### src/rtl/tf_word_ctrl.sv
// Word-serial front end for the Twofish datapath core: packs four input words
// into a block, applies optional CBC chaining, sequences the core handshake and
// returns the 128-bit result as four output words.
module tf_word_ctrl #(
  parameter int unsigned TIMEOUT = 255,
  parameter int unsigned CW      = 8
) (
  input  logic         Clk,
  input  logic         Reset,
  input  logic [127:0] Key,
  input  logic         EnDe,
  input  logic         Cbc,
  input  logic         IvLoad,
  input  logic [127:0] Iv,
  input  logic [31:0]  InData,
  input  logic         InValid,
  output logic         InReady,
  output logic [31:0]  OutData,
  output logic         OutValid,
  input  logic         OutReady,
  output logic [127:0] DpBlock,
  output logic [127:0] DpKey,
  output logic         DpEnDe,
  output logic         DpStart,
  output logic         DpReset,
  input  logic [127:0] DpO,
  input  logic         DpBusy,
  output logic         InBusy,
  output logic         Err
);

  localparam int unsigned BW = 128;
  localparam int unsigned WW = 32;

  typedef enum logic [2:0] {
    S_IDLE, S_LOAD, S_DPRST, S_START, S_WAITHI, S_RUN, S_DRAIN
  } state_t;

  state_t          state_q, state_d;
  logic [1:0]      wcnt_q, wcnt_d;
  logic [BW-1:0]   blk_q, blk_d;
  logic [BW-1:0]   chain_q, chain_d;
  logic [BW-1:0]   res_q, res_d;
  logic [CW-1:0]   cnt_q, cnt_d;
  logic            ende_q, ende_d;
  logic            cbc_q, cbc_d;
  logic            in_ready_q, in_ready_d;
  logic            out_valid_q, out_valid_d;
  logic [WW-1:0]   out_data_q, out_data_d;
  logic            dp_start_q, dp_start_d;
  logic            dp_reset_q, dp_reset_d;
  logic [BW-1:0]   dp_block_q, dp_block_d;
  logic            err_q, err_d;
  logic            in_busy_q, in_busy_d;
  logic            in_acc, out_acc;
  logic [CW-1:0]   cnt_inc;
  logic            cnt_hit;

  // Next-state, datapath and registered-output computation
  always_comb begin
    state_d    = state_q;
    wcnt_d     = wcnt_q;
    blk_d      = blk_q;
    chain_d    = chain_q;
    res_d      = res_q;
    cnt_d      = cnt_q;
    ende_d     = ende_q;
    cbc_d      = cbc_q;
    dp_block_d = dp_block_q;
    err_d      = err_q;

    in_acc  = InValid && in_ready_q;
    out_acc = out_valid_q && OutReady;
    cnt_inc = cnt_q + CW'(1);
    cnt_hit = (cnt_q == CW'(TIMEOUT - 1));

    case (state_q)
      S_IDLE: begin
        // IV load lands before a coincident word 0 so it chains into that block
        if (IvLoad) chain_d = Iv;
        if (in_acc) begin
          ende_d  = EnDe;
          cbc_d   = Cbc;
          blk_d   = {blk_q[BW-WW-1:0], InData};
          wcnt_d  = 2'd1;
          state_d = S_LOAD;
        end
      end
      S_LOAD: begin
        if (in_acc) begin
          blk_d = {blk_q[BW-WW-1:0], InData};
          if (wcnt_q == 2'd3) begin
            wcnt_d     = 2'd0;
            dp_block_d = (!ende_q && cbc_q) ? (blk_d ^ chain_q) : blk_d;
            state_d    = S_DPRST;
          end else begin
            wcnt_d = wcnt_q + 2'd1;
          end
        end
      end
      S_DPRST: begin
        cnt_d   = '0;
        state_d = S_START;
      end
      S_START: begin
        cnt_d   = cnt_inc;
        state_d = S_WAITHI;
      end
      S_WAITHI: begin
        if (DpBusy) begin
          cnt_d   = '0;
          state_d = S_RUN;
        end else if (cnt_hit) begin
          err_d   = 1'b1;
          state_d = S_IDLE;
        end else begin
          cnt_d = cnt_inc;
        end
      end
      S_RUN: begin
        if (!DpBusy) begin
          if (cbc_q && ende_q) begin
            res_d   = DpO ^ chain_q;
            chain_d = blk_q;
          end else if (cbc_q) begin
            res_d   = DpO;
            chain_d = DpO;
          end else begin
            res_d = DpO;
          end
          wcnt_d  = 2'd0;
          state_d = S_DRAIN;
        end else if (cnt_hit) begin
          err_d   = 1'b1;
          state_d = S_IDLE;
        end else begin
          cnt_d = cnt_inc;
        end
      end
      S_DRAIN: begin
        if (out_acc) begin
          if (wcnt_q == 2'd3) begin
            wcnt_d  = 2'd0;
            state_d = S_IDLE;
          end else begin
            wcnt_d = wcnt_q + 2'd1;
          end
        end
      end
      default: state_d = S_IDLE;
    endcase

    in_ready_d  = (state_d == S_IDLE) || (state_d == S_LOAD);
    in_busy_d   = (state_d != S_IDLE);
    dp_reset_d  = (state_d == S_DPRST);
    dp_start_d  = (state_d == S_START);
    out_valid_d = (state_d == S_DRAIN);
    out_data_d  = (state_d == S_DRAIN) ? res_d[{2'd3 - wcnt_d, 5'd0} +: WW] : '0;
  end

  // State and output registers with synchronous reset
  always_ff @(posedge Clk) begin
    if (Reset) begin
      state_q     <= S_IDLE;
      wcnt_q      <= '0;
      blk_q       <= '0;
      chain_q     <= '0;
      res_q       <= '0;
      cnt_q       <= '0;
      ende_q      <= 1'b0;
      cbc_q       <= 1'b0;
      in_ready_q  <= 1'b1;
      out_valid_q <= 1'b0;
      out_data_q  <= '0;
      dp_start_q  <= 1'b0;
      dp_reset_q  <= 1'b0;
      dp_block_q  <= '0;
      err_q       <= 1'b0;
      in_busy_q   <= 1'b0;
    end else begin
      state_q     <= state_d;
      wcnt_q      <= wcnt_d;
      blk_q       <= blk_d;
      chain_q     <= chain_d;
      res_q       <= res_d;
      cnt_q       <= cnt_d;
      ende_q      <= ende_d;
      cbc_q       <= cbc_d;
      in_ready_q  <= in_ready_d;
      out_valid_q <= out_valid_d;
      out_data_q  <= out_data_d;
      dp_start_q  <= dp_start_d;
      dp_reset_q  <= dp_reset_d;
      dp_block_q  <= dp_block_d;
      err_q       <= err_d;
      in_busy_q   <= in_busy_d;
    end
  end

  assign InReady  = in_ready_q;
  assign OutData  = out_data_q;
  assign OutValid = out_valid_q;
  assign DpBlock  = dp_block_q;
  assign DpKey    = Key;
  assign DpEnDe   = ende_q;
  assign DpStart  = dp_start_q;
  assign DpReset  = dp_reset_q;
  assign InBusy   = in_busy_q;
  assign Err      = err_q;

endmodule

### config.mk
export PLATFORM = sky130hd
export DESIGN_NAME = tf_word_ctrl
export DESIGN_NICKNAME = d
export VERILOG_FILES = /design/src/rtl/tf_word_ctrl.sv
export SDC_FILE = /design/constraint.sdc
export NUM_CORES = 1
export LEC_CHECK = 0
export BUFFER_PORTS_ARGS = -buffer_cell sky130_fd_sc_hd__buf_2
export CORE_ASPECT_RATIO = 0.5
export CORE_MARGIN = 2
export CORE_UTILIZATION = 37
export DETAILED_ROUTE_END_ITERATION = 16
export SYNTH_ARGS = -nofsm -noshare
export SYNTH_HDL_FRONTEND = slang
export SYNTH_SLANG_ARGS = --single-unit
export TNS_END_PERCENT = 5
### constraint.sdc
create_clock -name Clk -period 2.4 [get_ports Clk]
set_input_delay 0.48 -clock Clk [delete_from_list [all_inputs] [get_ports Clk]]
set_output_delay 0.48 -clock Clk [all_outputs]
set_load 0.05 [all_outputs]
==> reports/metrics.csv <==
stage;metric;value;unit
power;net switching power;5.45;mW
sta;Setup TNS Final;0;ps
setup_path;flop2flop setup slack;90;ps
clock_network;Max clock buf depth;3;
clock_network;Hold Buf Count CTS;0;
sta;fin crit period;2310;ps
floorplan;Std-Cell Rows;69;
floorplan;Ports;719;
route;via count;25651;
grt;met1 GRT Util;37.0;%
setup_path;CP required;2950;ps
grt;initial antenna violation count;38;
route;drt total wl;108000;µm
sta;Fin. Hold Viols;0;
sta;clk_skew;20.6;ps
route;DR pass1 iterations;6;
power;Clock Power Share;43.1;%
min_path;HP Class;in -> reg;
placement;# port buffers;462;
floorplan;die area;75200;µm²
placement;area post-placement;29800;µm²
setup_path;worst-path fanout max;16;
route;DRC viols;0;
power;part of the power in combinational logic;9.3;%
sta;Max-slew headroom;21.7;%
setup_path;crit-path max cell delay;540;ps
logic_synthesis;Post-Syn Instances;3516;
clock_network;root buf cell;clkbuf_16;
clock_network;clk sink count;565;
layout;P&R area growth vs syn;17.4;%
grt;gr usage total;27.6;%
power;Power Density;651;nW/µm²
clock_network;TritonCTS clock tree;built;
grt;GRT Max-Usage Layer;met2;
setup_path;slowest CP cell;or4b_4;
setup_path;Startpoint Class;flop;
clock_network;clock latency on the worst-skew pair;620;ps
logic_synthesis;Net Count, Synth;3945;
job;Max-Cap Viols;0;
power;switching share of power;26.4;%
logic_synthesis;syn avg cell area;7.67;µm²
power;leakage power;11.9;nW
sta;unrepaired setup endpoints after global routing;yes;
setup_path;RR Endpoint;OutData[8];
logic_synthesis;flops & latches, synth;565;
clock_network;CTS Buf Count;55;
min_path;HP Start;InData[8];
logic_synthesis;Synth Flop Type;dfxtp_1;
setup_path;CP endpoint kind;flop;
setup_path;stages on the worst setup path;9;
grt;largest net degree at the start of global routing;203;
layout;Final #Nets;4161;
placement;Detail Placement HPWL;78400;µm
sta;Setup violations, final;0;
route;WL/cell;22.7;µm
layout;share of cells above drive strength 1;18.4;%
floorplan;Placeable Area;71600;µm²
power;Flop pwr share;47.6;%
power;maximum VDD drop;0.510;mV
sta;Final period util;96.2;%
sta;Worst-Margin Slew;1170;ps
floorplan;die height;195;µm
setup_path;WP buf/inv;2;
grt;grt total ovfl;0;
clock_network;Reg clk slew, reported paths;70;ps
logic_synthesis;Mapped Area;27000;µm²
setup_path;crit path kind;reg -> reg;
logic_synthesis;Yosys warning count;0;
floorplan;Die Wd;386;µm
layout;most frequent cells in the layout;775 x nand2_1, 563 x dfxtp_1, 461 x buf_2;
sta;Slew Viols, Final;0;
grt;met2 global-route usage;42.3;%
setup_path;RR Startpoint;cnt_q[0];
setup_path;cell chain of the critical path;inv_1 > ha_2 > nand4_4 > o311a_1 > nor2_2 > or4b_4 > nor2_4 > buf_12 > a22o_1;
route;First DRT Iteration DRCs;2592;
logic_synthesis;post-synth cell types;62;
min_path;worst hold endpoint;blk_q[8];
logic_synthesis;ys async rst share;0;%
setup_path;Worst R2R Path Depth;9;
sta;hold slack final;122;ps
placement;final RePlAce weighted congestion;0.934;
power;Tot Pwr;20.6;mW
grt;global-route met3 utilization;5.99;%
outcome;status;finished, final reports clean;
floorplan;Initial Util;37.7;%
setup_path;arrival time at the worst endpoint;2860;ps
route;Vias/cell;5.38;
layout;leading cell type in the layout, fill and taps excluded;nand2_1;
grt;first-pass GRT wire length;157000;µm
layout;Final Instance Area;31700;µm²
power;internal power;15.2;mW
clock_network;H-tree depth;2;
logic_synthesis;sequential-to-total area share from yosys stat;42.0;%
setup_path;crit-path leading delay family;simple AND/OR/NAND/NOR gates;
route;antenna-violating nets left;0;
grt;vias in the first global route;23871;
sta;achievable frequency;433;MHz
logic_synthesis;number of flops mapped to enable cells by yosys;0;
min_path;worst hold path cell count;3;
## registers in the layout, summed over array words and instances (netlist names), 2 cells and up
register and flops:
DpBlock 128, blk_q 128, chain_q 128, res_q 128, OutData 32, cnt_q 8
state_q 3, wcnt_q 2
## layout make-up
| type | count | area [µm²] |
|---|---|---|
| clock inverter | 17 | 143 |
| clock buffer | 84 | 1640 |
| antenna | 33 | 82.6 |
| inverter | 7 | 26.3 |
| fill | 7222 | 39900 |
| tap | 958 | 1200 |
| sequential | 565 | 11300 |
| multi-input combinational | 2526 | 13500 |
| timing repair buffer | 577 | 3710 |
## cell usage after synthesis, drive strengths merged (2+ instances only)
cell type | count | area (µm²)
and2 | 2 | 12.5
or2 | 2 | 12.5
a211oi | 129 | 968
a21oi | 397 | 1990
o21ai | 7 | 35.0
dfxtp | 565 | 11300
clkbuf | 255 | 961
inv | 7 | 26.3
ha | 5 | 62.6
and3 | 4 | 26.3
nor3 | 3 | 26.3
xor2 | 257 | 2250
nor4 | 2 | 12.5
a21o | 2 | 15.0
or3 | 3 | 18.8
nand4 | 4 | 40.0
buf | 163 | 1200
nand2 | 777 | 2920
nor2b | 8 | 57.6
a31oi | 6 | 37.5
nor2 | 405 | 1530
o211ai | 129 | 968
o2bb2ai | 2 | 23.8
a22o | 32 | 280
nand3 | 263 | 1320
and2b | 2 | 15.0
mux2i | 66 | 661
## power groups by stage
stage,clock network [mW],logic (mW),registers (mW)
after floorplan,0,1.52,9.92
after global placement,0,1.86,10.0
after detailed placement,0,1.86,10.0
after CTS,8.94,1.88,9.81
after global routing,9.34,2.01,9.83
final,8.88,1.91,9.82
## worst max-delay path by stage
stage	start	end
detailed placement	DpBusy	OutData[8]
CTS	cnt_q[0]	OutData[8]
global placement	state_q[0]	OutData[25]
global route	cnt_q[0]	OutData[5]
floorplan	InReady	OutData[21]
finish	cnt_q[0]	OutData[8]
## per-stage QoR
step                instances  setup WS (ps)  util (%)
floorplan                3516           53.2         -
global placement         4633            136      41.6
detailed placement       4633           99.1      41.6
CTS                      4734           80.2      44.1
global route             4765         -0.555      44.2
finish                   4767           91.4      44.2
## kinds of logic after synthesis
| kind of cell | synth area share, % |
|---|---|
| XOR/XNOR | 8.38 |
| multiplexers | 2.45 |
| buffers and inverters | 8.13 |
| AND/OR/NAND/NOR | 22.5 |
| AO/OA/AOI/OAI | 16.3 |
| flip-flops | 42.0 |
| adder cells (fa/ha/maj) | 0.232 |
## worst reg2reg max path, stage by stage (launching register included)
cell	delay, ps
dfxtp_1	310
inv_1	90
ha_2	200
nand4_4	130
o311a_1	340
nor2_2	100
or4b_4	540
nor2_4	210
buf_12	170
a22o_1	160
## routing by layer
metal  vias up  wire (µm)
li1      12129          -
met5         -          0
met3       246       9440
met2      1152      48600
met1     12124      45500
met4         0       4850
## what timing repair did
action / CTS / global route
hold endpoints to repair: 0 / 0
buffers inserted: 0 / 0
resized for setup: 0 / 2
setup endpoints to repair: 0 / 5
Note: power is estimated with default switching activity, not from simulation.
